[src/rtl/sdram_arb_pkg.sv]
// sdram_arb_pkg: types shared by the two-port SDRAM arbiter and its
// port-selection logic.
package sdram_arb_pkg;

  localparam int NUM_PORTS = 2;

  // Arbiter FSM states.
  typedef enum logic [2:0] {
    IDLE,
    GRANT,
    XFER,
    DRAIN,
    DONE
  } state_t;

  // Index of a requester port: 0 = CPU, 1 = video/DMA.
  typedef logic port_idx_t;

  // Operation latched at grant time.
  typedef enum logic {
    OP_READ  = 1'b0,
    OP_WRITE = 1'b1
  } op_t;

  // One-hot mask with only the given port's bit set.
  function automatic logic [NUM_PORTS-1:0] port_onehot(input port_idx_t idx);
    logic [NUM_PORTS-1:0] mask;
    mask      = '0;
    mask[idx] = 1'b1;
    return mask;
  endfunction

endpackage

[src/rtl/sdram_arb_select.sv]
// sdram_arb_select: picks which requester is granted next.
// Build option: define SDRAM_ARB_ROUND_ROBIN_EN for round-robin selection;
// by default port 0 has fixed priority. A locked-out port (the one that
// just completed) is never eligible.
module sdram_arb_select
  import sdram_arb_pkg::*;
(
  input  logic [NUM_PORTS-1:0] req_i,
  input  port_idx_t            pointer_i,
  input  logic [NUM_PORTS-1:0] lockout_i,
  output logic                 valid_o,
  output port_idx_t            idx_o
);

  logic [NUM_PORTS-1:0] eligible;

  assign eligible = req_i & ~lockout_i;
  assign valid_o  = |eligible;

`ifdef SDRAM_ARB_ROUND_ROBIN_EN
  // On contention the pointer (the port not served last) wins; otherwise
  // the single eligible port is taken.
  always_comb begin
    // NOTE: assign a default before any conditional so no latch is inferred.
    idx_o = pointer_i;
    if (!(&eligible)) begin
      idx_o = eligible[1];
    end
  end
`else
  // The pointer only matters for round-robin; keep it visibly consumed.
  logic unused_pointer;
  assign unused_pointer = pointer_i;

  // Fixed priority: port 0 wins whenever it is eligible.
  always_comb begin
    idx_o = 1'b1;
    if (eligible[0]) begin
      idx_o = 1'b0;
    end
  end
`endif

endmodule

[src/rtl/sdram_arbiter.sv]
// sdram_arbiter: two-port arbiter in front of an SDRAM controller.
// Port 0 is the CPU, port 1 is video/DMA. One access (burst) is granted at
// a time and runs IDLE -> GRANT -> XFER -> DRAIN -> DONE.
// Selection policy is set by SDRAM_ARB_ROUND_ROBIN_EN inside
// sdram_arb_select (fixed port-0 priority when undefined).
module sdram_arbiter
  import sdram_arb_pkg::*;
#(
  parameter int ADDR_WIDTH = 25,
  parameter int DATA_WIDTH = 16,
  parameter int NUM_WIDTH  = 10
) (
  input  logic                  sdram_clock,
  input  logic                  reset,

  // Port 0 (CPU)
  input  logic [ADDR_WIDTH-1:0] p0_address,
  input  logic [NUM_WIDTH-1:0]  p0_access_num,
  input  logic [DATA_WIDTH-1:0] p0_data_in,
  input  logic                  p0_write_req,
  input  logic                  p0_read_req,
  output logic [DATA_WIDTH-1:0] p0_data_out,
  output logic                  p0_data_valid,
  output logic                  p0_write_strobe,
  output logic                  p0_done,
  output logic                  p0_busy,

  // Port 1 (video/DMA)
  input  logic [ADDR_WIDTH-1:0] p1_address,
  input  logic [NUM_WIDTH-1:0]  p1_access_num,
  input  logic [DATA_WIDTH-1:0] p1_data_in,
  input  logic                  p1_write_req,
  input  logic                  p1_read_req,
  output logic [DATA_WIDTH-1:0] p1_data_out,
  output logic                  p1_data_valid,
  output logic                  p1_write_strobe,
  output logic                  p1_done,
  output logic                  p1_busy,

  // SDRAM controller side
  output logic [ADDR_WIDTH-1:0] access_address,
  output logic [NUM_WIDTH-1:0]  access_num,
  output logic [DATA_WIDTH-1:0] access_data_in,
  input  logic [DATA_WIDTH-1:0] access_data_out,
  output logic                  write_request,
  output logic                  read_request,
  input  logic                  write_flag,
  input  logic                  read_flag,
  input  logic                  idle
);

  // Requester inputs gathered into port-indexed arrays.
  logic [ADDR_WIDTH-1:0] addr_a  [NUM_PORTS];
  logic [NUM_WIDTH-1:0]  num_a   [NUM_PORTS];
  logic [DATA_WIDTH-1:0] wdata_a [NUM_PORTS];
  logic [NUM_PORTS-1:0]  wr_req;
  logic [NUM_PORTS-1:0]  rd_req;

  assign addr_a[0]  = p0_address;
  assign addr_a[1]  = p1_address;
  assign num_a[0]   = p0_access_num;
  assign num_a[1]   = p1_access_num;
  assign wdata_a[0] = p0_data_in;
  assign wdata_a[1] = p1_data_in;
  assign wr_req     = {p1_write_req, p0_write_req};
  assign rd_req     = {p1_read_req, p0_read_req};

  // FSM state and registered control outputs.
  state_t               state_q;
  port_idx_t            grant_q;
  op_t                  op_q;
  logic                 write_request_q;
  logic                 read_request_q;
  logic [NUM_PORTS-1:0] busy_q;
  logic [NUM_PORTS-1:0] done_q;
  logic [NUM_PORTS-1:0] lockout_q;
  port_idx_t            ptr_q;

  // Read-data path.
  logic [DATA_WIDTH-1:0] rdata_q [NUM_PORTS];
  logic [DATA_WIDTH-1:0] rdata_d [NUM_PORTS];
  logic [NUM_PORTS-1:0]  rvalid_q;
  logic [NUM_PORTS-1:0]  rvalid_d;

  // Selection result for the IDLE state.
  logic      sel_valid;
  port_idx_t sel_idx;

  logic active;
  logic op_flag;

  // An access owns the controller from GRANT through DRAIN.
  assign active  = (state_q == GRANT) || (state_q == XFER) || (state_q == DRAIN);
  // The flag belonging to the latched operation ends the XFER phase.
  assign op_flag = (op_q == OP_WRITE) ? write_flag : read_flag;

  sdram_arb_select u_select (
    .req_i     (wr_req | rd_req),
    .pointer_i (ptr_q),
    .lockout_i (lockout_q),
    .valid_o   (sel_valid),
    .idx_o     (sel_idx)
  );

  // Arbiter FSM with registered request, busy and done outputs.
  always_ff @(posedge sdram_clock) begin
    if (reset) begin
      state_q         <= IDLE;
      grant_q         <= 1'b0;
      op_q            <= OP_READ;
      write_request_q <= 1'b0;
      read_request_q  <= 1'b0;
      busy_q          <= '0;
      done_q          <= '0;
      lockout_q       <= '0;
      ptr_q           <= 1'b0;
    end else begin
      // NOTE: sequential state uses non-blocking assignments so every
      // register samples pre-edge values regardless of statement order.
      done_q    <= '0;
      lockout_q <= '0;
      case (state_q)
        IDLE: begin
          if (sel_valid) begin
            grant_q         <= sel_idx;
            // Write wins when a port raises both requests.
            op_q            <= wr_req[sel_idx] ? OP_WRITE : OP_READ;
            write_request_q <= wr_req[sel_idx];
            read_request_q  <= ~wr_req[sel_idx];
            busy_q          <= port_onehot(sel_idx);
            state_q         <= GRANT;
          end
        end
        GRANT: begin
          if (write_flag || read_flag) begin
            write_request_q <= 1'b0;
            read_request_q  <= 1'b0;
            state_q         <= XFER;
          end
        end
        XFER: begin
          if (!op_flag) begin
            state_q <= DRAIN;
          end
        end
        DRAIN: begin
          if (idle) begin
            done_q  <= busy_q;
            state_q <= DONE;
          end
        end
        DONE: begin
          busy_q    <= '0;
          // The finished port sits out the next IDLE cycle.
          lockout_q <= busy_q;
          ptr_q     <= ~grant_q;
          state_q   <= IDLE;
        end
        default: begin
          state_q <= IDLE;
        end
      endcase
    end
  end

  // Controller address/length/data follow the granted port while active.
  always_comb begin
    access_address = '0;
    access_num     = '0;
    access_data_in = '0;
    if (active) begin
      access_address = addr_a[grant_q];
      access_num     = num_a[grant_q];
      access_data_in = wdata_a[grant_q];
    end
  end

  // Capture each read word for the granted port; valid follows one cycle later.
  always_comb begin
    for (int n = 0; n < NUM_PORTS; n++) begin
      rdata_d[n]  = rdata_q[n];
      rvalid_d[n] = 1'b0;
      if (active && busy_q[n] && read_flag) begin
        rdata_d[n]  = access_data_out;
        rvalid_d[n] = 1'b1;
      end
    end
  end

  // Read-data registers; last word is held between strobes.
  always_ff @(posedge sdram_clock) begin
    if (reset) begin
      // NOTE: these data registers are reset only because the outputs must
      // read 0 after reset; plain storage arrays would be left unreset.
      for (int n = 0; n < NUM_PORTS; n++) begin
        rdata_q[n] <= '0;
      end
      rvalid_q <= '0;
    end else begin
      for (int n = 0; n < NUM_PORTS; n++) begin
        rdata_q[n] <= rdata_d[n];
      end
      rvalid_q <= rvalid_d;
    end
  end

  assign write_request   = write_request_q;
  assign read_request    = read_request_q;

  assign p0_data_out     = rdata_q[0];
  assign p0_data_valid   = rvalid_q[0];
  assign p0_write_strobe = busy_q[0] & write_flag;
  assign p0_done         = done_q[0];
  assign p0_busy         = busy_q[0];

  assign p1_data_out     = rdata_q[1];
  assign p1_data_valid   = rvalid_q[1];
  assign p1_write_strobe = busy_q[1] & write_flag;
  assign p1_done         = done_q[1];
  assign p1_busy         = busy_q[1];

endmodule

[config.mk]
export PLATFORM = sky130hd
export DESIGN_NAME = sdram_arbiter
export DESIGN_NICKNAME = d
export VERILOG_FILES = /design/src/rtl/sdram_arb_pkg.sv /design/src/rtl/sdram_arb_select.sv /design/src/rtl/sdram_arbiter.sv
export SDC_FILE = /design/constraint.sdc
export NUM_CORES = 1
export LEC_CHECK = 0
export CAP_MARGIN = 5
export CORE_MARGIN = 10
export CORE_UTILIZATION = 38
export CTS_CLUSTER_SIZE = 28
export DETAILED_ROUTE_END_ITERATION = 10
export PLACE_DENSITY_LB_ADDON = 0.25
export SLEW_MARGIN = 20
export SYNTH_ARGS = -nofsm -noshare
export SYNTH_HDL_FRONTEND = slang
export SYNTH_SLANG_ARGS = --single-unit
export TNS_END_PERCENT = 50
[constraint.sdc]
create_clock -name sdram_clock -period 3.5 [get_ports sdram_clock]
set_clock_uncertainty 0.15 [all_clocks]
set_input_delay 0.35 -clock sdram_clock [delete_from_list [all_inputs] [get_ports sdram_clock]]
set_output_delay 0.35 -clock sdram_clock [all_outputs]
set_load 0.02 [all_outputs]
==> results.json, run 1 <==
{
  "p_comb_frac": 0.497,
  "drt-met1-wl_mm": 4.63,
  "crit_required_ns": 3.00,
  "coreArea_um2": 8130,
  "via_count": 2973,
  "netlist_instances": 310,
  "peakVddDrop_mv": 0.350,
  "ctsHoldBuffers": 0,
  "tritoncts": "done",
  "layout_worst_path_cycle_share": 0.833,
  "grt_pass1_vias": 3076,
  "slew_headroom": 0.560,
  "cp_max_fo": 26,
  "ant_nets": 0,
  "finalNetCount": 646,
  "synth.area.top_cells": "dfxtp_1, mux2i_1, nor2_4",
  "drive_above_1_share": 0.144,
  "seq_power_share": 0.296,
  "grt_pass1_wl_mm": 18.8,
  "yosysSeqAreaShare": 0.300,
  "wl_per_cell_um": 19.3,
  "clk_pin_slew_ns": 0.10,
  "initial_core_util": 0.385,
  "clockBufferDepth": 2,
  "met3WireLength_mm": 1.14,
  "finalSetupViolCount": 0,
  "tns_ns": 0,
  "hold_class": "reg2reg",
  "grt_usage": 0.188,
  "vias_per_cell": 4.76,
  "finalHoldViolations": 0,
  "fmax_mhz": 343,
  "critPathArrivalTime_ns": 2.42,
  "yosys_warnings": 0,
  "startpoint": "state_q[1]",
  "worst_pin_slew_ns": 0.659,
  "yosysTopAreaCell": "dfxtp_1",
  "root_buffer": "clkbuf_8",
  "yosysTopAreaCellShare": 0.300,
  "cts_setup_buffers": 0,
  "synth-main-ff-cell": "dfxtp_1",
  "place_congestion": 0.902,
  "r2r_start": "state_q[2]",
  "hold_ws_ns": 0.309,
  "drtIter0Drc": 151,
  "post_cts_resized": 0,
  "post-synth-top-count-cell": "mux2i_1",
  "drc": 0,
  "p_leak_nw": 1.98,
  "clock-sinks": 47,
  "synth_common_cells": "mux2i_1, nand2_1, nor2_4, dfxtp_1, buf_2",
  "cp_slowest_stage_delay_ns": 0.64,
  "critical_path_class": "reg2out",
  "rsz0062_at_grt": "false",
  "clk_latency_ns": 0.30,
  "syn-num-nets": 437,
  "die-area_um2": 12300,
  "rows": 33,
  "port-buffer-count": 219,
  "antenna_found_initial": 0,
  "synthesis.area_um2": 3130,
  "intPower_mw": 1.31,
  "grt_max_degree": 42,
  "dr_wl_met2_mm": 6.05,
  "switching_share": 0.356,
  "cts_buffers": 5,
  "crit_slowest_cell": "clkdlybuf4s50_1",
  "power_density_nw_per_um2": 375,
  "routed_wl_mm": 12.0,
  "endpoint_kind": "output pin",
  "place_hpwl_mm": 10.2,
  "fp.dieH_um": 111,
  "top_layer": "met4",
  "dp_cells": 617,
  "maxCapViolations": 0,
  "worstHoldStart": "rdata_q[0][25]",
  "ys_seq_elements": 47,
  "synthArstFlopShare": 0,
  "maxSlewViolCount": 0,
  "switchingPower_mw": 0.726,
  "fp.dieW_um": 111,
  "syn_to_final_growth_pct": 73.6,
  "ys_types": 42,
  "final_cells": 625,
  "diodes": 0,
  "fin_crit_ns": 2.92,
  "first_pass_iters": 4,
  "ios": 220,
  "grt_overflow_total": 0,
  "start_kind": "flip-flop",
  "status": "finished clean",
  "synth_edf_count": 0,
  "cts_max_level": 2,
  "utilization": 0.669,
  "syn_area_per_cell_um2": 10.1,
  "path_cells": "nor2_2 -> or2_4 -> buf_12 -> nor2_4 -> clkdlybuf4s50_1",
  "p_clk_frac": 0.207
}
area by class of cell:
type	count	area, µm²
multi-input combinational	235	1960
timing repair buffer	227	2280
inverter	3	11.3
clock inverter	2	38.8
fill	647	2700
sequential	47	942
clock buffer	6	82.6
tap	105	131
critical path, delay by kind of cell, from the launching register on:
family | cells | cell delay, ns
DFF | 1 | 0.57
and+or+nand+nor | 3 | 0.61
buffers and inverters | 2 | 0.89
layout by cell type, fill, tap and decap left out, drive strengths merged, types with 2 or more instances in the layout:
cell type,synthesis,layout
a211oi,2,2
clkdlybuf4s50,0,219
o21ba,3,3
o21a,2,2
and2,5,5
dfxtp,47,47
a21oi,2,2
a21boi,2,2
buf,20,8
clkbuf,5,6
and4,2,2
inv,3,4
nor2,56,56
nand2b,2,2
o311a,2,2
nand3,2,2
mux2i,84,84
o21ai,3,3
nor3,2,2
o21bai,2,2
nand2,51,51
flip-flops by register name, summed over array words and instances (netlist names):
| signal | cells |
|---|---|
| state_q | 3 |
| busy_q | 2 |
| grant_q | 1 |
| done_q | 2 |
| write_request | 1 |
| rvalid_q | 2 |
| op_q | 1 |
| read_request | 1 |
| lockout_q | 2 |
| rdata_q | 32 |
path summary, 6_finish.rpt:
check	to	slack [ns]	cells past startpoint
setup reg to reg	rdata_q[0][27]	1.88	4
hold reg to reg	rdata_q[0][25]	0.31	2
hold / removal	rdata_q[0][25]	0.31	2
setup / recovery	access_address[2]	0.58	5
per-stage QoR:
step,power (mW),setup WS [ns],area [µm²]
after floorplan,1.24,1.82,3130
after global placement,1.62,1.00,5320
after detailed placement,1.64,0.928,5320
after CTS,2.05,0.587,5440
after global routing,2.14,0.465,5440
final,2.04,0.585,5440
per-layer routing:
layer,up-vias,GRT usage
li1,1475,-
met1,1340,0.204
met2,143,0.334
met3,15,0.0741
met4,0,0.0417
met5,-,0
power by group through the flow:
stage | Combinational, mW | Clock (mW) | Sequential [mW]
after CTS | 1.02 | 0.428 | 0.603
after floorplan | 0.627 | 0 | 0.612
after global routing | 1.07 | 0.455 | 0.609
final | 1.01 | 0.422 | 0.603
after detailed placement | 1.02 | 0 | 0.616
after global placement | 1.01 | 0 | 0.613
kinds of logic (layout without fill, tap and decap cells):
| kind of cell | count (synthesis) | count (layout) | synth area share |
|---|---|---|---|
| compound gates | 25 | 25 | 0.0635 |
| mux | 84 | 84 | 0.268 |
| buf+inv | 28 | 238 | 0.0763 |
| simple gates | 126 | 126 | 0.292 |
| flops | 47 | 47 | 0.300 |
Power figures use the tool's default switching activity.
==> inputs of run 2 (changes only) <==
Settings changed: CORE_UTILIZATION 38 to 36.
Clock period 3.5 ns to 3 ns, I/O delays scaled along.
==> run 2 against run 1 <==
  * Critical path depth is the same
  * Via count grew 0.98%
  * Wire length grew 1.5%
  * Highest routed layer unchanged
  * Critical path type unchanged
  * Worst hold slack gained 0.0020 ns
==> results.json, run 2 (synthesized netlist as in run 1, its figures left out) <==
{
  "status": "finished clean",
  "first_pass_iters": 4,
  "cts_max_level": 2,
  "fmax_mhz": 370,
  "switching_share": 0.353,
  "place_congestion": 0.807,
  "intPower_mw": 1.54,
  "endpoint_kind": "output pin",
  "worst_pin_slew_ns": 0.601,
  "diodes": 0,
  "cp_max_fo": 19,
  "vias_per_cell": 4.76,
  "final_common_cell": "clkdlybuf4s50_1",
  "p_comb_frac": 0.520,
  "finalHoldViolations": 0,
  "start_kind": "flip-flop",
  "p_clk_frac": 0.186,
  "grt_pass1_wl_mm": 18.4,
  "slew_headroom": 0.599,
  "initial_core_util": 0.376,
  "coreArea_um2": 8340,
  "grt_usage": 0.179,
  "crit_required_ns": 2.55,
  "hold_class": "reg2reg",
  "utilization": 0.659,
  "clk_pin_slew_ns": 0.08,
  "port-buffer-count": 219,
  "mostFrequentLayoutCells": "clkdlybuf4s50_1, mux2i_1, nand2_1",
  "crit_family": "buffers and inverters",
  "seq_power_share": 0.294,
  "critPathArrivalTime_ns": 2.25,
  "grt_max_degree": 40,
  "finalSetupViolCount": 0,
  "tns_ns": 0,
  "finalNetCount": 653,
  "crit_slowest_cell": "clkdlybuf4s50_1",
  "fin_crit_ns": 2.70,
  "fp.dieW_um": 113,
  "switchingPower_mw": 0.837,
  "antenna_found_initial": 0,
  "peakVddDrop_mv": 0.328,
  "cts_buffers": 5,
  "syn_to_final_growth_pct": 75.5,
  "grt_overflow_total": 0,
  "fp.dieH_um": 113,
  "place_hpwl_mm": 10.4,
  "drive_above_1_share": 0.154,
  "clk_latency_ns": 0.29,
  "grt_pass1_vias": 3130,
  "drc": 0,
  "rows": 33,
  "top_register": "rdata_q",
  "rsz0062_at_grt": "false",
  "clock-sinks": 47,
  "critical_path_class": "reg2out",
  "die-area_um2": 12800,
  "ios": 220,
  "ant_nets": 0,
  "root_buffer": "clkbuf_8",
  "maxSlewViolCount": 0,
  "clockBufferDepth": 2,
  "tritoncts": "done",
  "largest_register_ffs": 32,
  "p_leak_nw": 2.01,
  "worst-path-buf-inv": 2,
  "reg_top3": "rdata_q x32, state_q x3",
  "drtIter0Drc": 155,
  "cp_slowest_stage_delay_ns": 0.63,
  "wl_per_cell_um": 19.4,
  "power_density_nw_per_um2": 432,
  "layout_worst_path_cycle_share": 0.900,
  "via_count": 3002,
  "routed_wl_mm": 12.2,
  "maxCapViolations": 0,
  "path_cells": "nor2_2 -> or2_4 -> buf_12 -> nor2_4 -> clkdlybuf4s50_1"
}
==> run 2: changes by cell type in the layout (fill, tap and decap cells not counted), sizes merged <==
cell,before,now
inv,4,3
buf,8,15
==> run 2: tightest hold or removal path, stage by stage (launching register included) <==
cell	delay (ns)
dfxtp_1	0.31
nand2_1	0.05
mux2i_1	0.05
==> run 2: what timing repair did <==
action,CTS,global route
hold buffers,0,0
setup buffers,0,9
setup endpoints to repair,0,1
gates resized for setup,0,1
==> run 2: worst paths after layout <==
path,start,endpoint,slack (ns),cells after the start
setup / recovery,state_q[0],access_address[10],0.30,5
hold / removal,rdata_q[0][3],rdata_q[0][3],0.31,2
setup reg to reg,state_q[0],rdata_q[0][2],1.39,3
hold reg to reg,rdata_q[0][3],rdata_q[0][3],0.31,2
==> run 2: cell type report <==
type,count,area (µm²)
Clock buffer,6,72.6
Clock inverter,1,30.0
Fill cell,675,2840
Inverter,3,11.3
Multi-Input combinational cell,235,1960
Sequential cell,47,943
Tap cell,105,131
Timing Repair Buffer,234,2350
==> run 2: per-stage QoR <==
stage	instance area [µm²]	cells	power (mW)	setup WS, ns	hold WS (ns)
global route	5500	631	2.49	0.210	0.342
floorplan	3130	310	1.45	1.37	0.312
detailed placement	5330	615	1.92	0.444	0.298
finish	5500	631	2.37	0.301	0.311
global placement	5330	615	1.90	0.495	0.292
CTS	5430	622	2.37	0.103	0.316
==> run 2: power by group through the flow <==
stage	Sequential [mW]	Clock [mW]	Combinational, mW
2_1_floorplan	0.714	0	0.732
3_3_place_gp	0.710	0	1.19
3_5_place_dp	0.712	0	1.21
4_1_cts	0.698	0.454	1.21
5_1_grt	0.704	0.476	1.31
6_report	0.698	0.442	1.23
==> run 2: metal layers <==
layer / vias up / GRT usage / wire length (µm)
met5: - / 0 / 0
met4: 0 / 0.0254 / 95
met3: 9 / 0.0718 / 1200
met2: 134 / 0.328 / 6280
met1: 1371 / 0.192 / 4650
li1: 1488 / - / -
